==> src/rtl/bram_fifo_ctrl_if.sv <==
// rtl/bram_fifo_ctrl_if.sv - request/status bundle between a FIFO user and bram_fifo_ctrl
// master = user side issuing writes/reads, slave = the controller driving bram and status.
interface bram_fifo_ctrl_if #(
    parameter int NB_ADDR_RAM = 10,
    parameter int NB_COUNT    = NB_ADDR_RAM + 1
);
    logic                   i_flush;
    logic                   i_write_valid;
    logic                   i_read_request;
    logic [NB_COUNT-1:0]    i_threshold;
    logic                   o_write_enable;
    logic [NB_ADDR_RAM-1:0] o_write_addr;
    logic                   o_read_enable;
    logic [NB_ADDR_RAM-1:0] o_read_addr;
    logic                   o_data_valid;
    logic [NB_COUNT-1:0]    o_count;
    logic                   o_full;
    logic                   o_empty;
    logic                   o_overflow;
    logic                   o_underflow;
    logic                   o_running;

    modport master (
        output i_flush, i_write_valid, i_read_request, i_threshold,
        input  o_write_enable, o_write_addr, o_read_enable, o_read_addr,
        input  o_data_valid, o_count, o_full, o_empty, o_overflow, o_underflow, o_running
    );

    modport slave (
        input  i_flush, i_write_valid, i_read_request, i_threshold,
        output o_write_enable, o_write_addr, o_read_enable, o_read_addr,
        output o_data_valid, o_count, o_full, o_empty, o_overflow, o_underflow, o_running
    );
endinterface

==> src/rtl/bram_fifo_ctrl.sv <==
// rtl/bram_fifo_ctrl.sv - pointer/fill controller turning a dual-port bram into a thresholded circular FIFO
// Reads are held off in FILL until the fill threshold is met; an underflow in RUN re-primes the margin.
module bram_fifo_ctrl #(
    parameter int RAM_DEPTH   = 1024,
    parameter int NB_ADDR_RAM = $clog2(RAM_DEPTH),
    parameter int NB_COUNT    = NB_ADDR_RAM + 1
) (
    input  logic            i_clock,
    input  logic            i_rst_n,
    bram_fifo_ctrl_if.slave bus
);
    localparam logic [NB_COUNT-1:0]    DEPTH_C   = NB_COUNT'(RAM_DEPTH);
    localparam logic [NB_COUNT-1:0]    CNT_ONE   = NB_COUNT'(1);
    localparam logic [NB_ADDR_RAM-1:0] ADDR_LAST = NB_ADDR_RAM'(RAM_DEPTH - 1);
    localparam logic [NB_ADDR_RAM-1:0] ADDR_ONE  = NB_ADDR_RAM'(1);

    typedef enum logic {
        FILL = 1'b0,
        RUN  = 1'b1
    } state_t;

    state_t                 state;
    logic [NB_ADDR_RAM-1:0] wr_ptr;
    logic [NB_ADDR_RAM-1:0] rd_ptr;
    logic [NB_COUNT-1:0]    count;
    logic [NB_COUNT-1:0]    thr_eff;
    logic                   full;
    logic                   empty;
    logic                   running;
    logic                   wr_en;
    logic                   rd_en;
    logic                   data_valid;
    logic                   overflow;
    logic                   underflow;

    // Enables are decided on pre-update state, so a full FIFO refuses a write even alongside a read.
    always_comb begin
        full    = (count == DEPTH_C);
        empty   = (count == '0);
        running = (state == RUN);
        thr_eff = (bus.i_threshold > DEPTH_C) ? DEPTH_C : bus.i_threshold;
        wr_en   = bus.i_write_valid & ~full & ~bus.i_flush;
        rd_en   = running & bus.i_read_request & ~empty & ~bus.i_flush;
    end

    always_ff @(posedge i_clock or negedge i_rst_n) begin
        if (!i_rst_n) begin
            state      <= FILL;
            wr_ptr     <= '0;
            rd_ptr     <= '0;
            count      <= '0;
            data_valid <= 1'b0;
            overflow   <= 1'b0;
            underflow  <= 1'b0;
        end else if (bus.i_flush) begin
            state      <= FILL;
            wr_ptr     <= '0;
            rd_ptr     <= '0;
            count      <= '0;
            data_valid <= 1'b0;
            overflow   <= 1'b0;
            underflow  <= 1'b0;
        end else begin
            if (wr_en) wr_ptr <= (wr_ptr == ADDR_LAST) ? '0 : wr_ptr + ADDR_ONE;
            if (rd_en) rd_ptr <= (rd_ptr == ADDR_LAST) ? '0 : rd_ptr + ADDR_ONE;

            case ({wr_en, rd_en})
                2'b10:   count <= count + CNT_ONE;
                2'b01:   count <= count - CNT_ONE;
                default: count <= count;
            endcase

            data_valid <= rd_en;
            overflow   <= bus.i_write_valid & full;
            underflow  <= running & bus.i_read_request & empty;

            case (state)
                FILL:    if (count >= thr_eff) state <= RUN;
                RUN:     if (bus.i_read_request & empty) state <= FILL;
                default: state <= FILL;
            endcase
        end
    end

    assign bus.o_write_enable = wr_en;
    assign bus.o_write_addr   = wr_ptr;
    assign bus.o_read_enable  = rd_en;
    assign bus.o_read_addr    = rd_ptr;
    assign bus.o_data_valid   = data_valid;
    assign bus.o_count        = count;
    assign bus.o_full         = full;
    assign bus.o_empty        = empty;
    assign bus.o_overflow     = overflow;
    assign bus.o_underflow    = underflow;
    assign bus.o_running      = running;
endmodule

==> src/flat_wrapper.sv <==
// flat-port wrapper written by rule: the top's interface ports become plain ports
module bram_fifo_ctrl_flat 
#(
    parameter int RAM_DEPTH   = 1024,
    parameter int NB_ADDR_RAM = $clog2(RAM_DEPTH),
    parameter int NB_COUNT    = NB_ADDR_RAM + 1
)
  (i_clock, i_rst_n, bus_i_flush, bus_i_write_valid, bus_i_read_request, bus_i_threshold, bus_o_write_enable, bus_o_write_addr, bus_o_read_enable, bus_o_read_addr, bus_o_data_valid, bus_o_count, bus_o_full, bus_o_empty, bus_o_overflow, bus_o_underflow, bus_o_running);
  bram_fifo_ctrl_if #(.NB_ADDR_RAM(NB_ADDR_RAM), .NB_COUNT(NB_COUNT)) bus_i ();
  input  logic i_clock;
  input  logic i_rst_n;
  input wire logic [$bits(bus_i.i_flush)-1:0] bus_i_flush;
  input wire logic [$bits(bus_i.i_write_valid)-1:0] bus_i_write_valid;
  input wire logic [$bits(bus_i.i_read_request)-1:0] bus_i_read_request;
  input wire logic [$bits(bus_i.i_threshold)-1:0] bus_i_threshold;
  output wire logic [$bits(bus_i.o_write_enable)-1:0] bus_o_write_enable;
  output wire logic [$bits(bus_i.o_write_addr)-1:0] bus_o_write_addr;
  output wire logic [$bits(bus_i.o_read_enable)-1:0] bus_o_read_enable;
  output wire logic [$bits(bus_i.o_read_addr)-1:0] bus_o_read_addr;
  output wire logic [$bits(bus_i.o_data_valid)-1:0] bus_o_data_valid;
  output wire logic [$bits(bus_i.o_count)-1:0] bus_o_count;
  output wire logic [$bits(bus_i.o_full)-1:0] bus_o_full;
  output wire logic [$bits(bus_i.o_empty)-1:0] bus_o_empty;
  output wire logic [$bits(bus_i.o_overflow)-1:0] bus_o_overflow;
  output wire logic [$bits(bus_i.o_underflow)-1:0] bus_o_underflow;
  output wire logic [$bits(bus_i.o_running)-1:0] bus_o_running;
  assign bus_i.i_flush = bus_i_flush;
  assign bus_i.i_write_valid = bus_i_write_valid;
  assign bus_i.i_read_request = bus_i_read_request;
  assign bus_i.i_threshold = bus_i_threshold;
  assign bus_o_write_enable = bus_i.o_write_enable;
  assign bus_o_write_addr = bus_i.o_write_addr;
  assign bus_o_read_enable = bus_i.o_read_enable;
  assign bus_o_read_addr = bus_i.o_read_addr;
  assign bus_o_data_valid = bus_i.o_data_valid;
  assign bus_o_count = bus_i.o_count;
  assign bus_o_full = bus_i.o_full;
  assign bus_o_empty = bus_i.o_empty;
  assign bus_o_overflow = bus_i.o_overflow;
  assign bus_o_underflow = bus_i.o_underflow;
  assign bus_o_running = bus_i.o_running;
  bram_fifo_ctrl #(.RAM_DEPTH(RAM_DEPTH), .NB_ADDR_RAM(NB_ADDR_RAM), .NB_COUNT(NB_COUNT)) u_core (.i_clock(i_clock), .i_rst_n(i_rst_n), .bus(bus_i));
endmodule
==> config.mk <==
export PLATFORM = sky130hd
export DESIGN_NAME = bram_fifo_ctrl_flat
export DESIGN_NICKNAME = d
export VERILOG_FILES = /design/src/rtl/bram_fifo_ctrl_if.sv /design/src/rtl/bram_fifo_ctrl.sv /design/src/flat_wrapper.sv
export SDC_FILE = /design/constraint.sdc
export NUM_CORES = 1
export LEC_CHECK = 0
export ABC_AREA = 1
export ABC_CLOCK_PERIOD_IN_PS = 5780
export CAP_MARGIN = 30
export CORE_MARGIN = 5
export CORE_UTILIZATION = 56
export CTS_CLUSTER_DIAMETER = 200
export DETAILED_ROUTE_END_ITERATION = 7
export GPL_TIMING_DRIVEN = 0
export PLACE_DENSITY = 0.87
export SYNTH_ARGS = -nofsm -noshare
export SYNTH_HDL_FRONTEND = slang
export SYNTH_SLANG_ARGS = --single-unit
export TNS_END_PERCENT = 5
==> constraint.sdc <==
create_clock -name i_clock -period 5.78 [get_ports i_clock]
set_input_delay 0.578 -clock i_clock [delete_from_list [all_inputs] [get_ports i_clock]]
set_output_delay 0.578 -clock i_clock [all_outputs]
set_load 0.05 [all_outputs]
## Word-level counts from Yosys, hierarchy flattened

Cells that the tools add are included.

- Register bits: 35
- Input port bits: 16
- Output and inout port bits: 39
- Logic and storage cells: 50

- Add/subtract/negate cells: 4
- Order comparisons: 2
- Equality and inequality tests: 5
- Multiplexer cells: 16
- Bitwise logic cells: 12
- Reductions and logical operators: 4

Operator list:

| cell | number |
|---|---|
| $mux W10 | 6 |
| $mux W11 | 2 |
| $pmux W11 S2 | 1 |
| $add A10 B1 Y10 const B | 2 |
| $eq A10 B10 Y1 const B | 2 |
| $add A11 B1 Y11 const B | 1 |
| $eq A11 B11 Y1 const B | 1 |
| $ge A11 B11 Y1 | 1 |
| $gt A11 B11 Y1 const B | 1 |
| $logic_not A11 Y1 | 1 |
| $sub A11 B1 Y11 const B | 1 |
| $and A1 B1 Y1 | 8 |
| $mux W1 | 6 |
| $not A1 Y1 | 4 |
| $reduce_bool A2 Y1 | 2 |
| $reduce_bool A3 Y1 | 1 |
| $eq A2 B1 Y1 const B | 1 |
| $eq A2 B2 Y1 const B | 1 |
| $pmux W1 S2 | 1 |

## Logic depth before layout (Yosys ltp)

- Word-level depth: 7
- Depth in mapped cells: 15
- Mapped depth without buffers: 15

## Worst setup path after synthesis

Ideal clock, no wire load.

- Kind: flip-flop to flip-flop
- Start: register u_core.count[10] (netlist: u_core.bus.o_count[10])
- End: register u_core.count[5] (netlist: u_core.bus.o_count[5])
- Arrival time: 2567 ps
- Data required time: 5659 ps
- Setup slack: 3092 ps
- Stages on the path, launching flop included: 13
- Buffers on the path: 0
- Path through: dfrtp_1 inv_2 nor3_2 nand2_4 nand2_8 nand3_2 inv_1 ha_1 a21oi_1 o21ai_0 a21oi_1 xor2_1 o21ai_2

- Cells in the longest elaborated chain, start to end: 7
- Elaborated cells on any way between the ends: 13

Ends and longest elaborated chain:

| element | line | source |
|---|---|---|
| start, declared | bram_fifo_ctrl.sv:25 | `logic [NB_COUNT-1:0] count;` |
| start signal, assigned | bram_fifo_ctrl.sv:68 | `2'b10: count <= count + CNT_ONE;` |
| start signal, assigned | bram_fifo_ctrl.sv:69 | `2'b01: count <= count - CNT_ONE;` |
| start signal, assigned | bram_fifo_ctrl.sv:70 | `default: count <= count;` |
| $eq A11 B11 Y1 or $logic_not A11 Y1 (tied branches) | bram_fifo_ctrl.sv:38, bram_fifo_ctrl.sv:39 |  |
| $not A1 Y1 (on tied branches) | bram_fifo_ctrl.sv:42, bram_fifo_ctrl.sv:43 |  |
| $and A1 B1 Y1 (on tied branches) (2 in a row) | bram_fifo_ctrl.sv:42, bram_fifo_ctrl.sv:43 |  |
| $eq A2 B1 Y1 or $eq A2 B2 Y1 (tied branches) | bram_fifo_ctrl.sv:67 | `case ({wr_en, rd_en})` |
| $pmux W11 S2 | bram_fifo_ctrl.sv:67 |  |
| $mux W11 | bram_fifo_ctrl.sv:55 | `end else if (bus.i_flush) begin` |

Parallel ways exist; a longest one is shown, timed or not.
A chain may end at the register's enable or synchronous reset.

## Worst setup path after layout

- Start: input bus_i_flush
- End: register u_core.count[7] (netlist: u_core.bus.o_count[7])

- Cells in the longest elaborated chain, start to end: 5
- Elaborated cells on any way between the ends: 8

Ends and longest elaborated chain:

| element | line | source |
|---|---|---|
| start, declared | flat_wrapper.sv:12 | `input wire logic [$bits(bus_i.i_flush)-1:0] bus_i_flush;` |
| $not A1 Y1 | bram_fifo_ctrl.sv:42, bram_fifo_ctrl.sv:43 |  |
| $and A1 B1 Y1 (on tied branches) | bram_fifo_ctrl.sv:43, bram_fifo_ctrl.sv:42 |  |
| $eq A2 B1 Y1 or $eq A2 B2 Y1 (tied branches) | bram_fifo_ctrl.sv:67 |  |
| $pmux W11 S2 | bram_fifo_ctrl.sv:67 |  |
| $mux W11 | bram_fifo_ctrl.sv:55 |  |

Parallel ways exist; a longest one is shown, timed or not.

==> impl_metrics.toml <==
[setup_path]
critPathKind = "input port to register"
cp-end-kind = "register"
rr_startpoint = "u_core.bus.o_count[7]$_DFFE_PN0P_"
r2r_slack_ps = 2880
crit_arrival_ps = 3270
worstPathRequired_ps = 5950
worst_path_max_delay_cell = "clkdlybuf4s50_1"
crit_path_max_incr_delay_ps = 580
start_kind = "input port"
path_cells = "clkdlybuf4s50_1 -> nor2_2 -> nand2_8 -> nand3_2 -> inv_1 -> ha_1 -> nand2_1 -> o21ai_0 -> nand3_1 -> nand3_1 -> xor2_1 -> o21ai_2"
timing.rr.end = "u_core.bus.o_count[5]$_DFFE_PN0P_"
crit_fanout = 10
crit_top_cell = "nand3_1"
worst_r2r_path_depth = 13

[timing]
fmax_mhz = 322
hold_viol = 0
setup_tns_ps = 0
setup_violations = 0
tightestPinTransition_ps = 779
fin_skew_ps = 6.05
min_period_ps = 3100
period_share_pct = 53.7
slew_headroom_pct = 48.1
rsz0062_at_grt = "no"
slew_violations = 0

[synth]
yosysWarnings = 0
synth_cells = 325
synth_seq_cells = 35
ys_types = 39
synth_top_area_share_pct = 33.6
synth_edf_count = 0
yosysSeqAreaShare_pct = 33.6
post_synth.cell_area_avg_um2 = 8.01
syn_area_mm2 = 0.00260
async_flop_share_pct = 100
syn-num-nets = 364
synth_top_area_cell = "dfrtp_1"
synthFlopType = "dfrtp_1"
synthTopCellsByArea = "dfrtp_1, ha_1, nand2_1, inv_1, nand3_1"

[grt]
grt_max_degree = 36
grt_pass1_vias = 2354
overflow = 0
grt_pass1_wl_mm = 10.6
grtUsageTotal_pct = 21.1
antenna_found_initial = 0

[pwr]
irDropWorstVdd_v = 0.000159
finalPower_uw = 702
power_density_mw_per_mm2 = 212
leakagePower_nw = 1.52

[floorplan]
coreArea_mm2 = 0.00444
die_h_um = 78.2
pin_count = 55
dieArea_mm2 = 0.00611
fp-row-count = 24
die_w_um = 78.2
start_util_pct = 58.6

[cells_and_area]
multi_input_area_mm2 = 0.00156
drive_above_1_share_pct = 10.3
fill_cells = 348
final_nets = 425
final-seq-area_um2 = 876
area_growth_pct = 26.9
diodes = 0

[detailed_routing]
antenna_left = 0
vias = 2422
post_drt_wl_per_cell_um = 14.1
drc = 0
totalWireLength_mm = 6.21
vias_per_cell = 5.52
drt-initial-drc-count = 146
firstDrtPassIters = 4

[cts]
cts_resized = 0
cts_tree = "done"
postCtsSetupBuffers = 0
clk_pin_slew_worst_paths_ps = 70
h-tree-depth = 2
clockBufferDepth = 2
clock-root-buffer = "clkbuf_8"
clk_latency_ps = 280
cts_hold_buf = 0
cts_sinks = 35
numCtsBuffers = 5

[place]
numPortBuffers = 54
place_hpwl_mm = 4.73
gp_congestion = 0.871

[status]
status = "completed"

[job]
drv_cap = 0

[min_path]
hold_class = "input port to asynchronous set/reset pin"
-- layer usage --
metal | share of wire [%] | up-vias | track usage [%]
li1 | - | 1219 | -
met1 | 44 | 1117 | 27.0
met2 | 49 | 73 | 35.8
met3 | 5.1 | 13 | 4.23
met4 | 1.7 | 0 | 7.17
met5 | 0 | - | 0
-- state kept, by name, summed over array words and instances, names as in the netlist --
register	cells
u_core.bus.o_count	11
u_core.bus.o_read_addr	10
u_core.bus.o_write_addr	10
u_core.bus.o_data_valid	1
u_core.bus.o_overflow	1
u_core.bus.o_running	1
u_core.bus.o_underflow	1
-- power by group --
part | total, mW | internal, mW | switching (mW)
Clock | 0.193 | 0.109 | 0.0843
Sequential | 0.275 | 0.256 | 0.0191
Combinational | 0.234 | 0.0803 | 0.153
Total | 0.702 | 0.445 | 0.257
-- critical path: cells and delay by family --
kind                       cells  cell delay, ps
and+or+nand+nor                6             860
buffers and inverters          2             760
adders and majority gates      1             420
AOI/OAI and AO/OA              2             470
xor gates and xnor gates       1             180
-- area by class of cell --
cell class,count,share of cell area [%]
plain buffers,1,0.341
clock buffers,8,3.03
inverters,41,4.73
multi-input cells,248,47.2
flip-flops and latches,35,26.5
well taps,52,1.97
repair buffers,54,16.2
-- metrics by stage --
step           setup WS [ps]  util, %  instance area [um2]  hold WS [ps]  instances
4_1_cts                 2700     74.4                 3300           402        439
3_5_place_dp            2420     72.1                 3200           534        431
2_1_floorplan           3090        -                 2600           282        325
3_3_place_gp            2430     72.2                 3210           528        431
6_report                2680     74.4                 3300           367        439
5_1_grt                 2520     74.4                 3300           427        439
-- cell usage in the layout, fill, tap and decap left out, types with 2 or more instances in the layout --
| master | n |
|---|---|
| clkbuf_8 | 7 |
| ha_1 | 22 |
| nand4_1 | 4 |
| o21ai_4 | 2 |
| nand2_4 | 4 |
| o21ai_0 | 13 |
| xor2_1 | 13 |
| nand3_1 | 25 |
| nor2_2 | 2 |
| a21oi_1 | 14 |
| clkdlybuf4s50_1 | 53 |
| nor3_1 | 7 |
| dfrtp_1 | 35 |
| nand3b_1 | 2 |
| o21ai_1 | 3 |
| nand2_1 | 68 |
| inv_2 | 3 |
| xnor2_1 | 4 |
| o21ai_2 | 9 |
| nor4_1 | 2 |
| nor3_2 | 2 |
| o22ai_1 | 9 |
| nor2_1 | 27 |
| inv_1 | 37 |
| nor2_4 | 2 |
-- synthesized netlist by cell type (2+ instances only) --
library cell	n
a21oi_1	14
dfrtp_1	35
ha_1	22
inv_1	37
inv_2	3
nand2_1	68
nand2_4	4
nand3_1	25
nand3b_1	2
nand4_1	4
nor2_1	27
nor2_2	2
nor2_4	2
nor3_1	7
nor3_2	2
nor4_1	2
o21ai_0	13
o21ai_1	3
o21ai_2	9
o21ai_4	2
o22ai_1	9
xnor2_1	4
xor2_1	13
-- kinds of logic after synthesis --
| family | Yosys count | share of synthesized area, % |
|---|---|---|
| compound gates | 57 | 14.5 |
| xor+xnor | 17 | 5.72 |
| fa+ha+maj | 23 | 11.3 |
| buf+inv | 42 | 6.44 |
| flops | 35 | 33.6 |
| mux | 1 | 0.384 |
| simple gates | 150 | 28.0 |
-- worst max path at each step --
stage	start	endpoint	slack, ps	cells after the start
finish	bus_i_flush	u_core.bus.o_count[7]$_DFFE_PN0P_	2680	12
global route	bus_i_flush	u_core.bus.o_count[7]$_DFFE_PN0P_	2520	12
CTS	bus_i_flush	u_core.bus.o_count[7]$_DFFE_PN0P_	2700	12
detailed placement	bus_i_flush	u_core.bus.o_count[7]$_DFFE_PN0P_	2420	12
global placement	bus_i_flush	u_core.bus.o_count[7]$_DFFE_PN0P_	2430	12
floorplan	u_core.bus.o_count[10]$_DFFE_PN0P_	u_core.bus.o_count[5]$_DFFE_PN0P_	3090	12
(Power assumes the default switching activity.)
